<file path="config.mk">
export PLATFORM = sky130hd
export DESIGN_NAME = llc_input_scheduler
export DESIGN_NICKNAME = d
export VERILOG_FILES = /design/src/rtl/llc_input_scheduler_pkg.sv /design/src/rtl/llc_mshr_counter.sv /design/src/rtl/llc_input_scheduler.sv
export SDC_FILE = /design/constraint.sdc
export NUM_CORES = 1
export LEC_CHECK = 0
export ABC_AREA = 1
export CORE_MARGIN = 1.5
export CORE_UTILIZATION = 25
export CTS_BUF_LIST = sky130_fd_sc_hd__clkbuf_2 sky130_fd_sc_hd__clkbuf_4 sky130_fd_sc_hd__clkbuf_8
export CTS_CLUSTER_DIAMETER = 150
export DETAILED_ROUTE_END_ITERATION = 8
export SYNTH_ARGS = -nofsm -noshare
export SYNTH_HDL_FRONTEND = slang
export SYNTH_SLANG_ARGS = --single-unit
</file>
<file path="constraint.sdc">
create_clock -name clk -period 1.4 [get_ports clk]
set_input_delay 0.28 -clock clk [delete_from_list [all_inputs] [get_ports clk]]
set_output_delay 0.28 -clock clk [all_outputs]
set_load 0.02 [all_outputs]
</file>
<file path="src/rtl/llc_input_scheduler_pkg.sv">
// rtl/llc_input_scheduler_pkg.sv - shared types and constants for the LLC input scheduler
package llc_input_scheduler_pkg;

  localparam int LLC_N_MSHR = 16;

  typedef enum logic [1:0] {
    IDLE    = 2'd0,
    DECODE  = 2'd1,
    PROCESS = 2'd2
  } llc_sched_state_t;

  typedef struct packed {
    logic dma;
    logic req;
    logic replay;
    logic rsp;
  } llc_src_t;

  // Fixed priority rsp > replay > req > dma, overridden by a starving req.
  function automatic llc_src_t pick_src(input llc_src_t elig, input logic force_req);
    llc_src_t w;
    w = '0;
    if (force_req)       w.req    = 1'b1;
    else if (elig.rsp)    w.rsp    = 1'b1;
    else if (elig.replay) w.replay = 1'b1;
    else if (elig.req)    w.req    = 1'b1;
    else if (elig.dma)    w.dma    = 1'b1;
    return w;
  endfunction

endpackage

</file>
<file path="src/rtl/llc_mshr_counter.sv">
// rtl/llc_mshr_counter.sv - free-MSHR up/down counter with sticky over/underflow flag
module llc_mshr_counter
  import llc_input_scheduler_pkg::*;
#(
  parameter int N_MSHR = LLC_N_MSHR,
  parameter int CNT_W  = $clog2(N_MSHR + 1)
) (
  input  logic             clk,
  input  logic             rst,
  input  logic             alloc,
  input  logic             free,
  output logic [CNT_W-1:0] cnt,
  output logic             err
);

  localparam logic [CNT_W-1:0] FULL = CNT_W'(N_MSHR);

  always_ff @(posedge clk or negedge rst) begin
    if (!rst) begin
      cnt <= FULL;
      err <= 1'b0;
    end else begin
      // Simultaneous alloc and free cancel; an out-of-range step holds and flags.
      case ({alloc, free})
        2'b10: begin
          if (cnt == '0) err <= 1'b1;
          else           cnt <= cnt - CNT_W'(1);
        end
        2'b01: begin
          if (cnt == FULL) err <= 1'b1;
          else             cnt <= cnt + CNT_W'(1);
        end
        default: ;
      endcase
    end
  end

endmodule

</file>
<file path="src/rtl/llc_input_scheduler.sv">
// rtl/llc_input_scheduler.sv - LLC front-end source arbiter, transaction sequencer and MSHR gate
module llc_input_scheduler
  import llc_input_scheduler_pkg::*;
#(
  parameter int N_MSHR     = LLC_N_MSHR,
  parameter int STARVE_MAX = 8,
  parameter int CNT_W      = $clog2(N_MSHR + 1)
) (
  input  logic             clk,
  input  logic             rst,
  input  logic             rsp_valid,
  input  logic             replay_valid,
  input  logic             req_valid,
  input  logic             dma_valid,
  input  logic             evict_stall,
  input  logic             mshr_alloc,
  input  logic             mshr_free,
  input  logic             proc_done,
  output logic             decode_en,
  output logic             grant_rsp,
  output logic             grant_replay,
  output logic             grant_req,
  output logic             grant_dma,
  output logic [CNT_W-1:0] mshr_cnt,
  output logic             busy,
  output logic             mshr_err
);

  localparam int               STARVE_W   = $clog2(STARVE_MAX + 1);
  localparam logic [STARVE_W-1:0] STARVE_TOP = STARVE_W'(STARVE_MAX);
  localparam logic [CNT_W-1:0]    FULL       = CNT_W'(N_MSHR);

  llc_sched_state_t    state, state_d;
  llc_src_t            grant, grant_d;
  llc_src_t            elig, winner;
  logic [STARVE_W-1:0] starve_cnt, starve_d;
  logic                force_req;

  llc_mshr_counter #(
    .N_MSHR (N_MSHR),
    .CNT_W  (CNT_W)
  ) u_mshr_counter (
    .clk   (clk),
    .rst   (rst),
    .alloc (mshr_alloc),
    .free  (mshr_free),
    .cnt   (mshr_cnt),
    .err   (mshr_err)
  );

  always_comb begin
    elig        = '0;
    elig.rsp    = rsp_valid && (mshr_cnt != FULL);
    elig.replay = replay_valid && !evict_stall;
    elig.req    = req_valid && (mshr_cnt != '0) && !evict_stall;
    elig.dma    = dma_valid && (mshr_cnt != '0) && !evict_stall;
    force_req   = (starve_cnt == STARVE_TOP) && elig.req;
    winner      = pick_src(elig, force_req);
  end

  always_comb begin
    state_d  = state;
    grant_d  = grant;
    starve_d = starve_cnt;
    case (state)
      IDLE: begin
        if (|elig) begin
          grant_d = winner;
          state_d = DECODE;
          // Starvation only counts grants where req was actually eligible and lost.
          if (winner.req)
            starve_d = '0;
          else if (elig.req && (starve_cnt != STARVE_TOP))
            starve_d = starve_cnt + STARVE_W'(1);
        end
      end
      DECODE:  state_d = PROCESS;
      PROCESS: begin
        if (proc_done) begin
          grant_d = '0;
          state_d = IDLE;
        end
      end
      default: begin
        state_d = IDLE;
        grant_d = '0;
      end
    endcase
  end

  always_ff @(posedge clk or negedge rst) begin
    if (!rst) begin
      state      <= IDLE;
      grant      <= '0;
      starve_cnt <= '0;
    end else begin
      state      <= state_d;
      grant      <= grant_d;
      starve_cnt <= starve_d;
    end
  end

  assign decode_en    = (state == DECODE);
  assign busy         = (state != IDLE);
  assign grant_rsp    = grant.rsp;
  assign grant_replay = grant.replay;
  assign grant_req    = grant.req;
  assign grant_dma    = grant.dma;

endmodule
</file>
==> impl_metrics.csv <==
group,metric,value,unit
yosys,synth_compound_area_share,8.98,%
setup_path,worst_setup_path_start_kind,"flop",
clocking,clock_sink_count,16,
die,fp.dieArea,0.00458,mm^2
setup_path,cpMaxStageDelayCell,"sky130_fd_sc_hd__dfrtp_2",
timing,setup_viol_count_final,1,
timing,slew_headroom,82.2,%
timing,finalWorstPathRequiredPeriod,1.41,ns
final_layout,n_fill_cell,398,
die,core.rowCount,23,
power,ir_drop,1.21,mV
run,cap_viol_max_count,0,
yosys,yosys_warnings,0,
final_layout,n_antenna_cell,0,
global_routing,grt_overflow,0,
setup_path,worst_path_dominant_cell_family,"flip-flops",
die,die_width,67.6,um
yosys,post-synth-top-area-fraction,35.9,%
power,p_leak,0.743,nW
timing,post-route-worst-setup-slack,-0.0131,ns
yosys,post_synth_main_area_contributors,"sky130_fd_sc_hd__dfrtp_1 36%, sky130_fd_sc_hd__ha_1 8.4%, sky130_fd_sc_hd__nand2_1 6.8%",
yosys,yosysSeqAreaShare,38.4,%
setup_path,cp_slowest_stage_delay,0.41,ns
power,pwr-share-clk,13.2,%
setup_path,worstPathRequired,1.58,ns
timing,final_report_hold_violation_count,0,
yosys,async_reset_ff_share,100,%
yosys,synth.net_count,135,
yosys,synth_enable_flop_cells,0,
timing,max_freq,0.708,GHz
power,p_int,1.75,mW
global_routing,largest_net_degree_at_the_start_of_global_routing,17,
setup_path,critical_path.n_buffers_inverters,1,
place,gp_routability_congestion,0.749,
yosys,post_synth_mux_area_share,0,%
timing,rsz0062_at_grt,"true",
clocking,clock_tree.root_cell,"sky130_fd_sc_hd__clkbuf_8",
clocking,worst_setup_hold_path_clk_slew,0.06,ns
worst_hold_path,worst_hold_path_type,"primary input to asynchronous set/reset pin",
die,initial_utilization,26.1,%
power,power_frac_comb,58.1,%
final_layout,layoutNonFillerInstCount,208,
setup_path,timing.critical_path.cells,"inv_2 -> fa_2 -> o21ai_2 -> xor2_1 -> nor2_1 -> nand2_1 -> nand2_1",
die,placeableCoreArea,0.00400,mm^2
yosys,synth_top_family_by_area,"simple AND/OR/NAND/NOR gates",
global_routing,grt_antenna_before_repair,0,
global_routing,grt_total_usage,11.0,%
clocking,worst_skew_pair.late_latency,0.24,ns
final_layout,ratio_of_cells_with_drive_above_1_in_the_final_layout,44.3,%
routing,viasPerCell,4.27,
routing,drtAntennaViolNets,0,
timing,clock_skew,0.000798,ns
setup_path,critical_path.endpoint_type,"flop",
place,portBuffers,21,
setup_path,cp_max_fo,3,
power,power.density_cell_area,1980,mW/mm^2
timing,timing_worst_slew_pin_value,0.264,ns
setup_path,critical_path_class,"flop to flop",
clocking,cts_inserted_buffers,3,
yosys,synth_fa_ha_area_share,10.3,%
routing,detail_route.drc_violations,0,
power,power.switching,1.35,mW
yosys,synth.lib_cells_used.distinct,31,
routing,vias,888,
timing,period_share,101,%
yosys,post_synth_xor_area_fraction,5.75,%
timing,slew_viol_final,0,
place,post_dp_hpwl,1820,um
routing,drt_first_pass_iters,4,
yosys,ys.flop_type,"sky130_fd_sc_hd__dfrtp_1",
power,pwr-share-seq,28.7,%
power,power.switching_fraction,43.5,%
place,placed_cells_incl_taps,200,
yosys,synth_simple_gate_area_share,28.5,%
setup_path,timing.critical_path.arrival,1.59,ns
yosys,mappedNetlistArea,0.00104,mm^2
setup_path,critical-path-top-cell-by-count,"sky130_fd_sc_hd__nand2_1",
final_layout,layout.area.seq,407,um^2
final_layout,area_of_the_multi_input_gates,658,um^2
yosys,syn-instance-count,117,
outcome,status,"finished with violations",
routing,wl,2290,um
global_routing,grt_pass1_wl,3750,um
setup_path,reg2reg_from,"u_mshr_counter.cnt[0]$_DFFE_PN0P_",
clocking,clk_path_buf_depth,2,
clocking,cts_tree,"built",
routing,post_drt_wl_per_cell,11.0,um
setup_path,critical_path.startpoint,"u_mshr_counter.cnt[0]$_DFFE_PN0P_",
clocking,htree_levels,1,
yosys,ys_ff_latch,16,
global_routing,grt_pass1_vias,896,
final_layout,final_net_count,177,
die,die_h,67.6,um
clocking,cts_hold_repair.buffers,0,
yosys,syn_area_per_cell,8.93,um^2
yosys,synth_commonest_cells,"19 x sky130_fd_sc_hd__nand2_1, 18 x sky130_fd_sc_hd__inv_1, 15 x sky130_fd_sc_hd__dfrtp_1",
routing,drt-initial-drc-count,23,
place,place_worst_setup_slack,-0.568,ns
yosys,cell_accounting_for_the_most_synthesized_area,"sky130_fd_sc_hd__dfrtp_1",
yosys,synth.most_common_cell,"sky130_fd_sc_hd__nand2_1",
die,io-pin-count,22,
outcome,failing_checks,"negative setup slack",
final_layout,area.growth.synth_to_final,50.1,%
-- sequential cells by signal, indices dropped and copies added (netlist names) --
| name | cells |
|---|---|
| starve_cnt | 4 |
| u_mshr_counter.err | 1 |
| grant_replay | 1 |
| u_mshr_counter.cnt | 5 |
| grant_req | 1 |
| grant_rsp | 1 |
| state | 2 |
| grant_dma | 1 |
-- worst paths after layout --
kind	to	slack, ns	cells past startpoint
min in group clk	u_mshr_counter.err$_DFFE_PN0P_	0.46	1
max in group asynchronous	u_mshr_counter.cnt[4]$_DFFE_PN1P_	0.78	2
worst min register to register	u_mshr_counter.err$_DFFE_PN0P_	0.46	1
worst max register to register	u_mshr_counter.cnt[4]$_DFFE_PN1P_	-0.01	7
worst min-delay path	state[1]$_DFFE_PN0P_	0.37	2
worst max-delay path	u_mshr_counter.cnt[4]$_DFFE_PN1P_	-0.01	7
-- layout make-up --
cell class,instances,area share (%)
clock buffer,4,3.51
inverter,21,5.83
timing repair buffer,36,18.8
multi-input combinational,81,42.0
tap,50,3.99
sequential,16,25.9
-- layout by cell type, fill, tap and decap left out, types with 2 or more instances in the layout --
cell type	count
sky130_fd_sc_hd__o21ai_1	4
sky130_fd_sc_hd__clkbuf_2	2
sky130_fd_sc_hd__ha_1	4
sky130_fd_sc_hd__inv_2	5
sky130_fd_sc_hd__inv_6	2
sky130_fd_sc_hd__dfrtp_1	11
sky130_fd_sc_hd__ha_4	3
sky130_fd_sc_hd__nor2_2	5
sky130_fd_sc_hd__nand3_1	3
sky130_fd_sc_hd__a21oi_2	2
sky130_fd_sc_hd__nand2_1	17
sky130_fd_sc_hd__a21oi_1	3
sky130_fd_sc_hd__dfrtp_2	4
sky130_fd_sc_hd__buf_4	15
sky130_fd_sc_hd__inv_1	13
sky130_fd_sc_hd__nand2_2	5
sky130_fd_sc_hd__dlygate4sd2_1	8
sky130_fd_sc_hd__buf_2	2
sky130_fd_sc_hd__nor2_1	6
sky130_fd_sc_hd__clkdlybuf4s50_1	7
sky130_fd_sc_hd__o21ai_2	3
sky130_fd_sc_hd__nor2_4	3
sky130_fd_sc_hd__nand4_1	2
sky130_fd_sc_hd__clkbuf_8	4
sky130_fd_sc_hd__nand3_2	4
sky130_fd_sc_hd__xor2_1	4
-- power groups by stage --
stage | registers (mW) | clock network [mW] | logic, mW
finish | 0.888 | 0.409 | 1.80
global route | 0.919 | 0.452 | 1.97
CTS | 0.898 | 0.425 | 1.70
detailed placement | 0.904 | 0 | 1.73
global placement | 0.892 | 0 | 1.67
floorplan | 0.990 | 0 | 0.969
-- cells by family after synthesis --
family	count (synthesis)
flops	16
fa+ha+maj	8
simple gates	51
compound gates	15
xor+xnor	6
buf+inv	21
-- metal layers --
layer	track usage [%]	vias up	part of all wire, %
met3	3.50	2	4.7
met5	0	-	0
met1	12.6	413	39
met4	2.30	0	0.52
li1	-	454	-
met2	19.7	19	55
-- timing repair --
| action | in CTS | in global routing |
|---|---|---|
| cloned | 0 | 1 |
| setup buffers | 1 | 2 |
| endpoints found under the setup margin | 17 | 11 |
| resized for setup | 27 | 13 |
| pin swaps | 7 | 6 |
-- stage by stage --
stage	area, um^2	power (mW)	setup TNS [ns]	utilization, %	hold slack [ns]
after detailed placement	1460	2.64	-3.53	36.6	0.449
final	1570	3.10	-0.0131	39.2	0.365
after CTS	1520	3.02	-0.0794	37.9	0.366
after floorplan	1100	1.96	-0.00537	-	-0.0156
after global routing	1570	3.35	-0.282	39.2	0.366
after global placement	1460	2.56	-3.15	36.6	0.457
-- worst register-to-register path: cells and delay by family (launching register included) --
kind | cells | cell delay (ns)
flops | 1 | 0.41
xor+xnor | 1 | 0.18
simple gates | 3 | 0.17
compound gates | 1 | 0.13
buf+inv | 1 | 0.06
fa+ha+maj | 1 | 0.39
No activity file was read; power rests on OpenSTA's default activity.
==> patch: new RTL, same flow settings <==
Change the parameter `STARVE_MAX` from 8 to 16.
--- a/src/rtl/llc_input_scheduler.sv
+++ b/src/rtl/llc_input_scheduler.sv
@@ -5,3 +5,3 @@
   parameter int N_MSHR     = LLC_N_MSHR,
-  parameter int STARVE_MAX = 8,
+  parameter int STARVE_MAX = 16,
   parameter int CNT_W      = $clog2(N_MSHR + 1)
Behaviour: same outputs for any inputs over 10 cycles, from zero or initial values and one cycle with rst low; that may be too few to reach the edited logic, so the function may still have changed.
==> patch against the original RTL <==
Fmax fell by 4.3%. Total power fell by 0.20%. Critical path type unchanged. Critical path depth did not move. The run still ends with negative setup slack left. Sequential share of layout area fell by 0.13 points. Hold slack got worse by 12 ps. Count of clock-buffer cells in the layout did not move. Clock power fell by 4%. Sequential cell count rose by 1. Wire length rose by 5.8%. Die area rose by 3.7%. Worst setup slack got worse by 64 ps. Cell area rose by 6.4%. Cell count rose by 11%. Area after synthesis rose by 3.8%. Largest power group unchanged. Highest routed layer unchanged.
==> patch: results (changes against the original RTL) <==
\begin{tabular}{lr}
\hline
Metric & Value \\
\hline
\multicolumn{2}{l}{\textbf{Timing}} \\
\quad Worst Tran Pin Value & 250 ps (-14.5 ps) \\
\quad PnR worst setup slack & -77.2 ps (-64.1 ps) \\
\quad Setup skew after layout & 2.81 ps (+2.01 ps) \\
\quad Final-report setup violation count & 9 (+8) \\
\quad TNS Setup & -218 ps (-205 ps) \\
\multicolumn{2}{l}{\textbf{Status}} \\
\quad Run status & finished, violations left \\
\quad Violated checks & negative setup slack \\
\multicolumn{2}{l}{\textbf{Final layout}} \\
\quad Count of filler cells inserted in the layout & 435 (+9.3\%) \\
\quad Fraction of layout instances using a drive strength above 1 & 37.0\% (-7.3 points) \\
\quad Registers with the most flip-flops & starve\_cnt: 5 flops, u\_mshr\_counter.cnt: 5 flops, state: 2 flops \\
\multicolumn{2}{l}{\textbf{Critical path}} \\
\quad RR Startpoint & u\_mshr\_counter.cnt[1]\$\_DFFE\_PN0P\_ \\
\quad Data arrival time of the worst path & 1680 ps (+90 ps) \\
\quad Maximum fanout along the worst path & 5 (+2) \\
\multicolumn{2}{l}{\textbf{Yosys}} \\
\quad Largest cells by area after synthesis & sky130\_fd\_sc\_hd\_\_dfrtp\_1 (37\%), sky130\_fd\_sc\_hd\_\_nand2\_1 (11\%), sky130\_fd\_sc\_hd\_\_ha\_1 (8.1\%) \\
\quad Synthesized Nets & 155 (+15\%) \\
\quad Number of distinct standard cells referenced by the synthesized netlist & 28 (-9.7\%) \\
\quad Proportion of synthesized chip area in sequential cells & 39.3\% (+0.89 points) \\
\multicolumn{2}{l}{\textbf{Drt}} \\
\quad Routed wirelength normalized by instance count & 10.5 um (-4.7\%) \\
\quad Number of violations reported at the end of detailed-routing iteration 0 & 51 (+120\%) \\
\quad Via count & 997 (+12\%) \\
\multicolumn{2}{l}{\textbf{GRT}} \\
\quad Number of global-route vias before repair & 951 (+6.1\%) \\
\quad Wire length of the first global-routing pass & 4250 um (+13\%) \\
\quad Largest net degree at the start of global routing & 18 (+1) \\
\multicolumn{2}{l}{\textbf{Power and ir drop}} \\
\quad P\_leak & 0.852 nW (+15\%) \\
\multicolumn{2}{l}{\textbf{Place}} \\
\quad HPWL reported at the end of detailed placement & 1760 um (-3.3\%) \\
\hline
\end{tabular}
-- patch: worst max-delay path by stage --
stage / start / endpoint / slack, ps
global placement: mshr_alloc / u_mshr_counter.cnt[4]$_DFFE_PN1P_ / -570
finish: u_mshr_counter.cnt[1]$_DFFE_PN0P_ / u_mshr_counter.cnt[4]$_DFFE_PN1P_ / -80
detailed placement: mshr_alloc / u_mshr_counter.cnt[4]$_DFFE_PN1P_ / -600
CTS: mshr_alloc / u_mshr_counter.cnt[4]$_DFFE_PN1P_ / -140
global route: u_mshr_counter.cnt[0]$_DFFE_PN0P_ / u_mshr_counter.cnt[4]$_DFFE_PN1P_ / -160
floorplan: mshr_alloc / u_mshr_counter.cnt[4]$_DFFE_PN1P_ / -90
-- patch: cell families after synthesis --
family / count (synthesis) / synth area share, %
DFF: 17 / 39.3
AOI/OAI and AO/OA: 13 / 8.19
buffers and inverters: 24 / 8.54
and+or+nand+nor: 70 / 30.0
adders and majority gates: 8 / 9.92
xor gates and xnor gates: 5 / 4.04
-- patch: power breakdown --
part           internal [W]  leakage (nW)  switching [W]  total [W]
Clock              0.000221        0.0262       0.000170   0.000391
Sequential         0.000703         0.208       0.000226   0.000929
Combinational      0.000828         0.618       0.000944    0.00177
Total               0.00175         0.852        0.00134    0.00309
-- patch: cell type report --
class	instances	area, sq um	share of cell area (%)
clock buffer	4	48.8	2.93
multi-input combinational	96	702	42.1
timing repair buffer	40	327	19.6
sequential	17	430	25.8
inverter	24	97.6	5.85
tap	50	62.6	3.75
-- patch: metal layers --
layer	part of all wire, %	routed length, um	vias to the layer above	global-route usage [%]
met5	0	0	-	0
met4	0.87	21	0	2.94
met3	6.3	152	4	3.90
met2	48	1160	18	20.4
met1	45	1090	463	14.7
li1	-	-	512	-
-- patch: timing repair --
item	in CTS	in global routing
setup endpoints to repair	17	18
pin swaps	5	14
buffers inserted	0	5
gates resized for setup	28	33
-- patch: per-stage QoR --
step	std cells	area [sq um]	util, %	hold WS (ps)
floorplan	137	1090	-	-15.6
global placement	222	1470	35.9	452
detailed placement	222	1470	35.9	458
CTS	226	1550	38.0	368
global route	231	1670	40.8	375
finish	231	1670	40.8	353
